$ cat src/rtl/regfile_wb_arbiter.sv
// regfile_wb_arbiter: shares the register-file write port between ALU and load writeback,
// buffering loads in a 2-entry FIFO with bounded-wait fairness and a pending-load scoreboard.
`default_nettype none

module regfile_wb_arbiter #(
  parameter int DW      = 64,
  parameter int AW      = 5,
  parameter int MAXWAIT = 2
) (
  input  logic          clock,
  input  logic          reset_n,
  input  logic          alu_wr_valid,
  input  logic [AW-1:0] alu_wr_reg,
  input  logic [DW-1:0] alu_wr_data,
  output logic          alu_wr_ready,
  input  logic          mem_wr_valid,
  input  logic [AW-1:0] mem_wr_reg,
  input  logic [DW-1:0] mem_wr_data,
  output logic          mem_wr_ready,
  input  logic          ld_issue_valid,
  input  logic [AW-1:0] ld_issue_reg,
  input  logic [AW-1:0] rd_reg1,
  input  logic [AW-1:0] rd_reg2,
  output logic          hazard1,
  output logic          hazard2,
  output logic          rf_write,
  output logic [AW-1:0] rf_wreg,
  output logic [DW-1:0] rf_wdata
);

  localparam int            NREG      = 1 << AW;
  localparam logic [AW-1:0] ZERO_REG  = '1;
  localparam logic [1:0]    MAXWAIT_W = 2'(MAXWAIT);

  logic [AW-1:0] fifo_reg_q  [2];
  logic [AW-1:0] fifo_reg_d  [2];
  logic [DW-1:0] fifo_data_q [2];
  logic [DW-1:0] fifo_data_d [2];
  logic          wr_ptr_q, wr_ptr_d;
  logic          rd_ptr_q, rd_ptr_d;
  logic [1:0]    count_q, count_d;
  logic [1:0]    wait_q, wait_d;
  logic [NREG-1:0] busy_q, busy_d;
  logic          rf_write_q, rf_write_d;
  logic [AW-1:0] rf_wreg_q, rf_wreg_d;
  logic [DW-1:0] rf_wdata_q, rf_wdata_d;

  logic          fifo_nonempty;
  logic          force_mem;
  logic          grant_mem;
  logic          grant_alu;
  logic          push;
  logic [AW-1:0] head_reg;
  logic [DW-1:0] head_data;

  assign fifo_nonempty = (count_q != 2'd0);
  assign force_mem     = fifo_nonempty && (wait_q >= MAXWAIT_W);
  assign alu_wr_ready  = !force_mem;
  assign mem_wr_ready  = (count_q < 2'd2);
  assign grant_mem     = fifo_nonempty && (force_mem || !alu_wr_valid);
  assign grant_alu     = alu_wr_valid && alu_wr_ready;
  assign push          = mem_wr_valid && mem_wr_ready;
  assign head_reg      = fifo_reg_q[rd_ptr_q];
  assign head_data     = fifo_data_q[rd_ptr_q];

  // The in-flight term covers the cycle where registerfile has not yet captured the write.
  assign hazard1 = busy_q[rd_reg1] || (rf_write_q && (rf_wreg_q == rd_reg1) && (rd_reg1 != ZERO_REG));
  assign hazard2 = busy_q[rd_reg2] || (rf_write_q && (rf_wreg_q == rd_reg2) && (rd_reg2 != ZERO_REG));

  assign rf_write = rf_write_q;
  assign rf_wreg  = rf_wreg_q;
  assign rf_wdata = rf_wdata_q;

  always_comb begin
    fifo_reg_d  = fifo_reg_q;
    fifo_data_d = fifo_data_q;
    wr_ptr_d    = wr_ptr_q;
    rd_ptr_d    = rd_ptr_q;
    count_d     = count_q + {1'b0, push} - {1'b0, grant_mem};
    wait_d      = wait_q;
    busy_d      = busy_q;
    rf_write_d  = 1'b0;
    rf_wreg_d   = rf_wreg_q;
    rf_wdata_d  = rf_wdata_q;

    if (push) begin
      fifo_reg_d[wr_ptr_q]  = mem_wr_reg;
      fifo_data_d[wr_ptr_q] = mem_wr_data;
      wr_ptr_d              = ~wr_ptr_q;
    end

    if (grant_mem) begin
      rd_ptr_d         = ~rd_ptr_q;
      busy_d[head_reg] = 1'b0;
      rf_write_d       = (head_reg != ZERO_REG);
      rf_wreg_d        = head_reg;
      rf_wdata_d       = head_data;
    end else if (grant_alu) begin
      rf_write_d = (alu_wr_reg != ZERO_REG);
      rf_wreg_d  = alu_wr_reg;
      rf_wdata_d = alu_wr_data;
    end

    if (grant_mem || !fifo_nonempty) begin
      wait_d = 2'd0;
    end else if (wait_q != 2'd3) begin
      wait_d = wait_q + 2'd1;
    end

    // Applied after the clear so a same-cycle re-issue keeps the register pending.
    if (ld_issue_valid && (ld_issue_reg != ZERO_REG)) begin
      busy_d[ld_issue_reg] = 1'b1;
    end
  end

  always_ff @(posedge clock or negedge reset_n) begin
    if (!reset_n) begin
      fifo_reg_q  <= '{default: '0};
      fifo_data_q <= '{default: '0};
      wr_ptr_q    <= 1'b0;
      rd_ptr_q    <= 1'b0;
      count_q     <= 2'd0;
      wait_q      <= 2'd0;
      busy_q      <= '0;
      rf_write_q  <= 1'b0;
      rf_wreg_q   <= '0;
      rf_wdata_q  <= '0;
    end else begin
      fifo_reg_q  <= fifo_reg_d;
      fifo_data_q <= fifo_data_d;
      wr_ptr_q    <= wr_ptr_d;
      rd_ptr_q    <= rd_ptr_d;
      count_q     <= count_d;
      wait_q      <= wait_d;
      busy_q      <= busy_d;
      rf_write_q  <= rf_write_d;
      rf_wreg_q   <= rf_wreg_d;
      rf_wdata_q  <= rf_wdata_d;
    end
  end

endmodule

`default_nettype wire

$ cat config.mk
export PLATFORM = sky130hd
export DESIGN_NAME = regfile_wb_arbiter
export DESIGN_NICKNAME = d
export VERILOG_FILES = /design/src/rtl/regfile_wb_arbiter.sv
export SDC_FILE = /design/constraint.sdc
export NUM_CORES = 1
export LEC_CHECK = 0
export CAP_MARGIN = 5
export CORE_ASPECT_RATIO = 1.5
export CORE_MARGIN = 2
export CORE_UTILIZATION = 52
export DETAILED_ROUTE_END_ITERATION = 8
export GPL_ROUTABILITY_DRIVEN = 0
export GPL_TIMING_DRIVEN = 0
export PLACE_DENSITY = 0.8
export SKIP_LAST_GASP = 1
export SYNTH_ARGS = -nofsm -noshare
export SYNTH_HDL_FRONTEND = slang
export SYNTH_SLANG_ARGS = --single-unit
$ cat constraint.sdc
create_clock -name clock -period 2.7 [get_ports clock]
set_clock_uncertainty 0.2 [all_clocks]
set_input_delay 0.54 -clock clock [delete_from_list [all_inputs] [get_ports clock]]
set_output_delay 0.54 -clock clock [all_outputs]
set_load 0.05 [all_outputs]
==> results of run 1 <==
## sequential cells by signal, summed over array words and instances (netlist names), 2 cells and up
signal	flops
busy_q	32
count_q	2
fifo_data_q	128
fifo_reg_q	10
rf_wdata	64
rf_wreg	5
wait_q	2
## per-stage QoR
step	TNS, ns	power [mW]
CTS	-0.364	19.3
detailed placement	-29.12	15.9
floorplan	-0.0256	12.9
finish	-0.307	19.2
global placement	-2317.36	15.6
global route	-0.474	20.4
## worst max-delay path: cells and delay by family, from the launching register on
kind            cells  cell delay, ns
mux                 2            0.69
simple gates        1            0.09
compound gates      2            0.30
buf+inv             1            0.16
flops               1            0.38
## routing by layer
layer | global-route usage (%) | wire, um
met1 | 29.7 | 11200
met2 | 45.5 | 15400
met3 | 4.51 | 1600
met4 | 9.80 | 957
met5 | 0 | 13
## cell families after synthesis
family,after synthesis
adder cells (fa/ha/maj),3
AND/OR/NAND/NOR,205
AO/OA/AOI/OAI,226
multiplexers,227
flip-flops,246
XOR/XNOR,13
buffers and inverters,66
## timing repair
| item | 4_1_cts | 5_1_grt |
|---|---|---|
| gates resized for setup | 19 | 7 |
| hold endpoints to repair | 121 | 0 |
| buffers inserted | 5 | 0 |
| gates cloned | 0 | 0 |
| setup endpoints to repair | 7 | 3 |
| pin swaps | 2 | 2 |
| hold buffers | 1 | 0 |
## cell usage after synthesis, drive strengths merged
cell	instances
a21o	1
mux2	139
o22a	2
nor2b	5
o21ai	136
and2b	1
mux2i	75
clkbuf	11
buf	48
a21oi	74
a2111oi	2
nor4	1
ha	3
or3	1
xnor2	5
mux4	13
dfrtp	246
nor3	6
nand4	4
nand2	83
a2bb2oi	2
and2	1
nand3b	4
a31oi	2
and3	2
nand3	11
inv	7
o22ai	1
nor2	76
a311oi	1
xor2	8
nand2b	9
o21a	1
a22oi	2
o2111ai	2
or2	1
## worst min path at each step
stage                             endpoint  slack, ns
2_1_floorplan          busy_q[0]$_DFF_PN0_       0.04
3_3_place_gp      rf_wdata[61]$_DFFE_PN0P_       0.26
3_5_place_dp       rf_wdata[2]$_DFFE_PN0P_       0.27
4_1_cts            rf_wdata[2]$_DFFE_PN0P_       0.28
5_1_grt        fifo_data_q[88]$_DFFE_PN0P_       0.31
6_report          rf_wdata[62]$_DFFE_PN0P_       0.27
## power groups by stage
| stage | logic [mW] | registers (mW) | clock network, mW |
|---|---|---|---|
| after floorplan | 4.68 | 8.26 | 0 |
| after detailed placement | 9.20 | 6.70 | 0 |
| after global routing | 10.0 | 6.88 | 3.51 |
| after global placement | 8.97 | 6.62 | 0 |
| final | 9.26 | 6.65 | 3.32 |
| after CTS | 9.31 | 6.64 | 3.38 |
## layout make-up
class                   count  share of cell area [%]
clock inverters             6                   0.371
clock buffers              37                    4.92
multi-input cells         674                    32.8
inverters                   7                   0.177
plain buffers              59                    2.22
diodes                      2                  0.0337
repair buffers            232                    15.7
flip-flops and latches    246                    41.5
well taps                 272                    2.29
==> impl_metrics.toml, run 1 <==
[timing]
slew_headroom_pct = 39.9
fin_crit_sh_pct = 106
hold-worst-slack_ns = 0.275
slew_viol_final = 0
rsz0062_at_grt = "true"
worst-slew-pin-transition_ns = 0.901
fin_ws_ns = -0.170
setup_viol = 2
max_freq_mhz = 348
final_hold_viol_count = 0
timing.final.crit_period_ns = 2.87

[synth]
yosys.cell_types.count = 46
ys_ff_latch = 246
synth-simple-area-share_pct = 7.73
yosysTopAreaCell = "dfrtp_1"
synthAdderAreaFrac_pct = 0.331
postSynthAreaPerCell_um2 = 11.5
postSynthCellCount = 986
yosys_warnings = 0
synth_fp_nets = 1147
syn_area_mm2 = 0.0113
synth_compound_area_share_pct = 10.4
yosysSeqAreaShare_pct = 54.2
yosysTopAreaCellShare_pct = 54.2
synthTopCellsByArea = "dfrtp_1, mux2_2, mux2i_1"
synth_mux_area_share_pct = 23.2
synth_top_family_by_area = "multiplexers"
synth_xor_area_share_pct = 1.00

[critical_path]
critPathCapture = "hazard1"
crit_fanout = 2
crit_type = "flop to output pin"
r2r_cells = 5
cp_cell_sequence = "mux4_2 -> mux2i_1 -> nor2_1 -> a311oi_2 -> a21oi_2 -> buf_6"
cp-start-kind = "flop"
reg2reg_setup_slack_ns = 0.43
cpPeakStageDelay_ns = 0.48
critPathCaptureType = "output pin"
required_ns = 1.96
r2r_end = "rf_wdata[54]$_DFFE_PN0P_"
r2r_start = "count_q[1]$_DFF_PN0_"
cp.arrival_ns = 2.13
cp-startpoint = "busy_q[23]$_DFF_PN0_"
cp_slowest_cell = "mux4_2"

[finish]
nets = 1405
design_area_mm2 = 0.0148
final_util_pct = 68.9
area_growth_pct = 30.8
fillers = 1657
final_cell_mix = "dfrtp_1, clkdlybuf4s50_1, mux2_2"
final_common_cell = "dfrtp_1"
stdcell_count = 1535
multi_input_area_mm2 = 0.00487
drive_above_1_share_pct = 20.2
seq_area_mm2 = 0.00616

[grt]
track_usage_pct = 25.1
grt_pass1_vias = 9088
overflow = 0
grt_antenna_before_repair = 2
grt_start_max_net_pins = 126
grt_pass1_wl_mm = 46.6

[cts]
clockBufferDepth = 3
clk_latency_ns = 0.51
clock-sinks = 246
cts-root-buf = "clkbuf_16"
clk_pin_slew_ns = 0.06
htreeDepth = 1
numCtsBuffers = 24
cts_tree = "built"

[route]
avgViaCountPerCell = 5.63
drc = 0
vias = 8635
drtAntennaViolNets = 0
wire_per_inst_um = 19.0
first_iter_violations = 604
drt-pass1-iter-count = 5
detail_route.wirelength_mm = 29.2

[pwr]
ir_drop_uv = 792
power_frac_clock_pct = 17.3
leakagePower_nw = 6.31
p_switching_mw = 7.81
power.internal_mw = 11.4
powerDensity_mw_per_mm2 = 1300
combPwrFrac_pct = 48.1
swShare_pct = 40.6
pwr-share-seq_pct = 34.6

[floorplanning]
std_cell_rows = 66
die-area_mm2 = 0.0230
start_util_pct = 52.7
die_height_um = 185
ios = 232
core_mm2 = 0.0216
dieWidth_um = 125

[place]
hpwlAfterDp_mm = 21.0
dpl_cell_area_mm2 = 0.0140
dp.cells = 1484
io_buffers = 225
place_ws_ns = -1.03

[min_path]
hold_depth = 2
hp-start = "rf_wdata[62]$_DFFE_PN0P_"
hold_path_class = "flop to flop"

[outcome]
violations = "negative setup slack"
status = "finished with violations"

[job]
cap_violations = 0
(Power assumes the default switching activity.)
==> run 2: changes to the inputs <==
--- a/config.mk
+++ b/config.mk
@@ -8,11 +8,11 @@
 export CAP_MARGIN = 5
 export CORE_ASPECT_RATIO = 1.5
 export CORE_MARGIN = 2
-export CORE_UTILIZATION = 52
+export CORE_UTILIZATION = 47
 export DETAILED_ROUTE_END_ITERATION = 8
 export GPL_ROUTABILITY_DRIVEN = 0
 export GPL_TIMING_DRIVEN = 0
-export PLACE_DENSITY = 0.8
+export PLACE_DENSITY = 0.76
 export SKIP_LAST_GASP = 1
 export SYNTH_ARGS = -nofsm -noshare
 export SYNTH_HDL_FRONTEND = slang
==> constraint.sdc (replaced) <==
create_clock -name clock -period 2.6 [get_ports clock]
set_clock_uncertainty 0.2 [all_clocks]
set_input_delay 0.52 -clock clock [delete_from_list [all_inputs] [get_ports clock]]
set_output_delay 0.52 -clock clock [all_outputs]
set_load 0.05 [all_outputs]
==> run 2 against run 1 <==
The flow still finishes with violations (negative setup slack). Cell count up 2.9%. Die area up 10%. Global-route usage down 1.2 points. Core utilization down 6.0 points. Register-to-register slack worse by 0.14 ns. First-iteration DRC count down 21%. Non-clock buffer count down 1. Critical path depth unchanged. Clock power up 8.7%. Final area up 0.59%.
==> impl_metrics.toml, run 2 (synthesis gave the netlist of run 1 again) <==
[route]
wire_per_inst_um = 19.1
drc = 0
avgViaCountPerCell = 5.42
detail_route.wirelength_mm = 30.2
vias = 8556
first_iter_violations = 480
drt-pass1-iter-count = 6
drtAntennaViolNets = 0

[pwr]
leakagePower_nw = 6.31
powerDensity_mw_per_mm2 = 1350
ir_drop_uv = 635

[place]
dp.cells = 1532
io_buffers = 225
dpl_cell_area_mm2 = 0.0141
hpwlAfterDp_mm = 22.0

[timing]
fin_ws_ns = -0.220
final_hold_viol_count = 0
worst-slew-pin-transition_ns = 0.787
rsz0062_at_grt = "true"
hold-worst-slack_ns = 0.274
timing.final.crit_period_ns = 2.82
slew_viol_final = 0
fin_crit_sh_pct = 108
slew_headroom_pct = 46.1
max_freq_mhz = 355
setup_viol = 2

[cts]
clock-sinks = 246
numCtsBuffers = 23
htreeDepth = 1
cts-root-buf = "clkbuf_16"
clk_pin_slew_ns = 0.07
clockBufferDepth = 3
cts_tree = "built"
clk_latency_ns = 0.51

[grt]
grt_pass1_vias = 9227
track_usage_pct = 23.9
overflow = 0
grt_start_max_net_pins = 108
grt_pass1_wl_mm = 47.8
grt_antenna_before_repair = 6

[finish]
final_common_cell = "dfrtp_1"
nets = 1403
design_area_mm2 = 0.0149
largest_register_ffs = 128
fillers = 1941
final_util_pct = 62.9
largest_register = "fifo_data_q"
final_cell_mix = "dfrtp_1, clkdlybuf4s50_1, mux2_2"
area_growth_pct = 31.6
stdcell_count = 1580
drive_above_1_share_pct = 20.4

[critical_path]
r2r_cells = 5
crit_fanout = 3
crit_type = "flop to output pin"
critical-path-top-delay-family = "multiplexers"
cp-start-kind = "flop"
cp-startpoint = "busy_q[17]$_DFF_PN0_"
crit_buf_inv = 1
r2r_end = "rf_wdata[28]$_DFFE_PN0P_"
cp_cell_sequence = "mux4_2 -> mux2i_1 -> nor2_1 -> a311oi_2 -> a21oi_2 -> buf_6"
cp.arrival_ns = 2.10
cp_slowest_cell = "mux4_2"
critPathCaptureType = "output pin"
cpPeakStageDelay_ns = 0.46
required_ns = 1.88
r2r_start = "count_q[1]$_DFF_PN0_"
reg2reg_setup_slack_ns = 0.29

[floorplanning]
ios = 232
core_mm2 = 0.0237
die_height_um = 194
std_cell_rows = 69
dieWidth_um = 131
die-area_mm2 = 0.0254
start_util_pct = 47.8

[job]
cap_violations = 0

[min_path]
hold_end = "rf_wdata[61]$_DFFE_PN0P_"
hold_depth = 2
hold_path_class = "flop to flop"
hp-start = "rf_wdata[61]$_DFFE_PN0P_"

[outcome]
violations = "negative setup slack"
status = "finished with violations"
run 2: cell types whose count changed in the layout (fill, tap and decap cells not counted), moves of 2 or more:
cell | previous run | this run
bufinv_16 | 1 | 4
clkbuf_8 | 6 | 3
clkbuf_1 | 16 | 10
clkinv_4 | 0 | 4
clkbuf_16 | 25 | 23
buf_4 | 9 | 7
clkinvlp_4 | 0 | 2
diode_2 | 2 | 4
clkinv_2 | 5 | 3
run 2: metrics by stage:
step,worst slack (ns),power [mW],setup TNS (ns)
after global placement,-9.44,16.2,-2355.76
after CTS,-0.299,20.2,-0.536
after floorplan,-0.0856,13.4,-0.0856
after detailed placement,-1.10,16.6,-40.84
final,-0.220,20.1,-0.420
after global routing,-0.318,21.4,-0.577
run 2: how the worst max path moves through the flow:
stage,end,slack (ns),depth (start not counted)
after global placement,rf_wdata[58]$_DFFE_PN0P_,-9.44,1
after floorplan,hazard2,-0.09,5
final,hazard1,-0.22,6
after CTS,hazard1,-0.30,6
after global routing,hazard1,-0.32,6
after detailed placement,hazard2,-1.10,7
run 2: worst register-to-register path, stage by stage (launching register included):
cell and delay [ns]:
dfrtp_1 0.46, nor3_4 0.69, buf_2 0.41, buf_2 0.31, nand2_1 0.08, o21ai_0 0.07
run 2: cell type report:
cell class | instances | area [um2] | area share [%]
repair buffers | 231 | 2340 | 15.7
plain buffers | 59 | 329 | 2.20
well taps | 319 | 399 | 2.67
clock buffers | 26 | 617 | 4.13
multi-input cells | 674 | 4860 | 32.6
flip-flops and latches | 246 | 6160 | 41.2
inverters | 7 | 26.3 | 0.176
diodes | 4 | 10.0 | 0.0670
clock inverters | 14 | 194 | 1.30
run 2: routing by layer:
metal  global-route usage (%)  wire length, um
met1                     27.9            11600
met2                     43.3            16100
met3                     4.13             1440
met4                     8.79             1030
met5                        0               13
run 2: repair_timing:
| action | in CTS | in global routing |
|---|---|---|
| hold buffers | 1 | 0 |
| setup endpoints to repair | 44 | 2 |
| buffers inserted | 3 | 0 |
| endpoints found under the hold margin | 53 | 0 |
| resized for setup | 22 | 5 |
| pin swaps | 2 | 0 |
run 2: report_power, final:
part	leakage [nW]	switching [mW]	internal, mW
Sequential	2.95	1.14	5.79
Combinational	2.97	5.57	4.02
Clock	0.395	1.49	2.12
==> run 3: changes to the inputs <==
--- a/config.mk
+++ b/config.mk
@@ -7,13 +7,11 @@
 export LEC_CHECK = 0
 export CAP_MARGIN = 5
 export CORE_ASPECT_RATIO = 1.5
-export CORE_MARGIN = 2
 export CORE_UTILIZATION = 47
 export DETAILED_ROUTE_END_ITERATION = 8
 export GPL_ROUTABILITY_DRIVEN = 0
 export GPL_TIMING_DRIVEN = 0
 export PLACE_DENSITY = 0.76
-export SKIP_LAST_GASP = 1
 export SYNTH_ARGS = -nofsm -noshare
 export SYNTH_HDL_FRONTEND = slang
 export SYNTH_SLANG_ARGS = --single-unit
==> run 3 against run 2 <==
Critical endpoint unchanged. Register-to-register slack better by 0.05 ns. Combinational power down 0.6%. Final area down 0.44%. Cell count unchanged. Setup slack worse by 0.026 ns. Largest cell class unchanged. Flip-flop and latch count unchanged. Clock power down 6.1%. Sequential share of layout area up 0.18 points. First-iteration DRC count down 15%. Count of clock-buffer cells in the layout up 11. Critical path depth unchanged. The run still ends with negative setup slack left.
==> impl_metrics.toml, run 3 (synthesis gave the netlist of run 1 again) <==
[timing]
rsz0062_at_grt = "true"
fin_ws_ns = -0.246
max_freq_mhz = 351
setup_viol = 2
final_hold_viol_count = 0
fin_crit_sh_pct = 109
slew_headroom_pct = 45.1
slew_viol_final = 0
timing.final.crit_period_ns = 2.85
worst-slew-pin-transition_ns = 0.801
fin_tns_setup_ns = -0.435

[floorplanning]
start_util_pct = 48.0
ios = 232
std_cell_rows = 69
die-area_mm2 = 0.0248
dieWidth_um = 129
core_mm2 = 0.0237
die_height_um = 192

[job]
cap_violations = 0

[outcome]
status = "finished with violations"
violations = "negative setup slack"

[cts]
htreeDepth = 1
clk_pin_slew_ns = 0.06
clk_latency_ns = 0.51
numCtsBuffers = 24
clock-sinks = 246
cts_tree = "built"
clockBufferDepth = 3
cts-root-buf = "clkbuf_16"

[route]
avgViaCountPerCell = 5.38
vias = 8508
drt-pass1-iter-count = 5
drc = 0
detail_route.wirelength_mm = 29.2
wire_per_inst_um = 18.5
first_iter_violations = 407
drtAntennaViolNets = 0

[finish]
largest_register_ffs = 128
largest_register = "fifo_data_q"
drive_above_1_share_pct = 19.7
nets = 1403
area_growth_pct = 31.0
final_cell_mix = "dfrtp_1, clkdlybuf4s50_1, mux2_2"
final_common_cell = "dfrtp_1"
stdcell_count = 1580
fillers = 1964

[grt]
grt_start_max_net_pins = 96
track_usage_pct = 24.1
grt_pass1_wl_mm = 46.1
grt_antenna_before_repair = 3
overflow = 0
grt_pass1_vias = 8780

[place]
io_buffers = 225
hpwlAfterDp_mm = 21.5
dp.cells = 1533

[critical_path]
crit_type = "flop to output pin"
required_ns = 1.88
r2r_end = "rf_wdata[32]$_DFFE_PN0P_"
reg2reg_setup_slack_ns = 0.34
critPathCaptureType = "output pin"
cp.arrival_ns = 2.13
cp-start-kind = "flop"
r2r_cells = 9
r2r_start = "wait_q[0]$_DFFE_PN0P_"
crit_fanout = 3

[min_path]
hold_end = "rf_wdata[0]$_DFFE_PN0P_"
hp-start = "rf_wdata[0]$_DFFE_PN0P_"
hold_depth = 2
hold_path_class = "flop to flop"

[pwr]
ir_drop_uv = 684
leakagePower_nw = 6.29
powerDensity_mw_per_mm2 = 1330
-- run 3: changes by cell type in the layout (fill, tap and decap cells not counted), moves of 2 or more --
cell        delta
buf_4          -2
clkinv_4       -4
clkinvlp_4     -2
bufinv_16      -3
clkbuf_1       +9
clkbuf_16      +2
-- run 3: power by group --
part | switching, mW | internal (mW)
logic | 5.52 | 4.01
clock network | 1.44 | 1.96
registers | 1.11 | 5.80
-- run 3: what timing repair did --
| action | CTS | global route |
|---|---|---|
| pin swaps | 2 | 0 |
| setup buffers | 1 | 0 |
| resized for setup | 22 | 5 |
| hold buffers | 1 | 0 |
| endpoints found under the hold margin | 93 | 0 |
| setup endpoints to repair | 4 | 2 |
-- run 3: per-layer routing --
layer	GRT usage [%]	share of wire, %	wire, um	vias to the layer above
met5	0	0	0	-
met4	10.1	4.0	1160	0
met3	3.88	5.0	1470	62
met2	43.1	52	15300	241
met1	28.5	38	11200	4200
li1	-	-	-	4005
-- run 3: critical path: stages (launching register included) --
cell and delay, ns:
dfrtp_1 0.40, mux4_2 0.47, mux2i_1 0.19, nor2_1 0.09, a311oi_2 0.21, a21oi_2 0.09
buf_6 0.16
-- run 3: cell type report --
| type | instances | area, um2 | area share [%] |
|---|---|---|---|
| sequential | 246 | 6160 | 41.4 |
| buffer | 59 | 329 | 2.21 |
| clock buffer | 37 | 701 | 4.71 |
| multi-input combinational | 674 | 4860 | 32.7 |
| antenna | 3 | 7.51 | 0.0505 |
| tap | 319 | 399 | 2.68 |
| clock inverter | 5 | 56.3 | 0.379 |
| timing repair buffer | 230 | 2340 | 15.7 |
| inverter | 7 | 26.3 | 0.177 |
-- run 3: how the worst max path moves through the flow --
stage                                    start                     endpoint  depth (start not counted)
after floorplan                     rd_reg2[1]                      hazard2                          5
after global placement                 reset_n  fifo_data_q[20]$_DFFE_PN0P_                          1
after detailed placement            rd_reg2[2]                      hazard2                          7
after CTS                 busy_q[21]$_DFF_PN0_                      hazard1                          6
after global routing      busy_q[21]$_DFF_PN0_                      hazard1                          6
final                     busy_q[21]$_DFF_PN0_                      hazard1                          6
-- run 3: through the flow --
stage	cell area (um2)	hold slack (ns)	util (%)	total power [mW]	setup WS, ns
2_1_floorplan	11300	0.0244	-	13.4	-0.0856
3_3_place_gp	14000	0.262	59.2	16.2	-9.49
3_5_place_dp	14100	0.270	59.5	16.5	-1.11
4_1_cts	14800	0.284	62.7	20.0	-0.320
5_1_grt	14900	0.300	62.8	21.1	-0.326
6_report	14900	0.277	62.9	19.8	-0.246
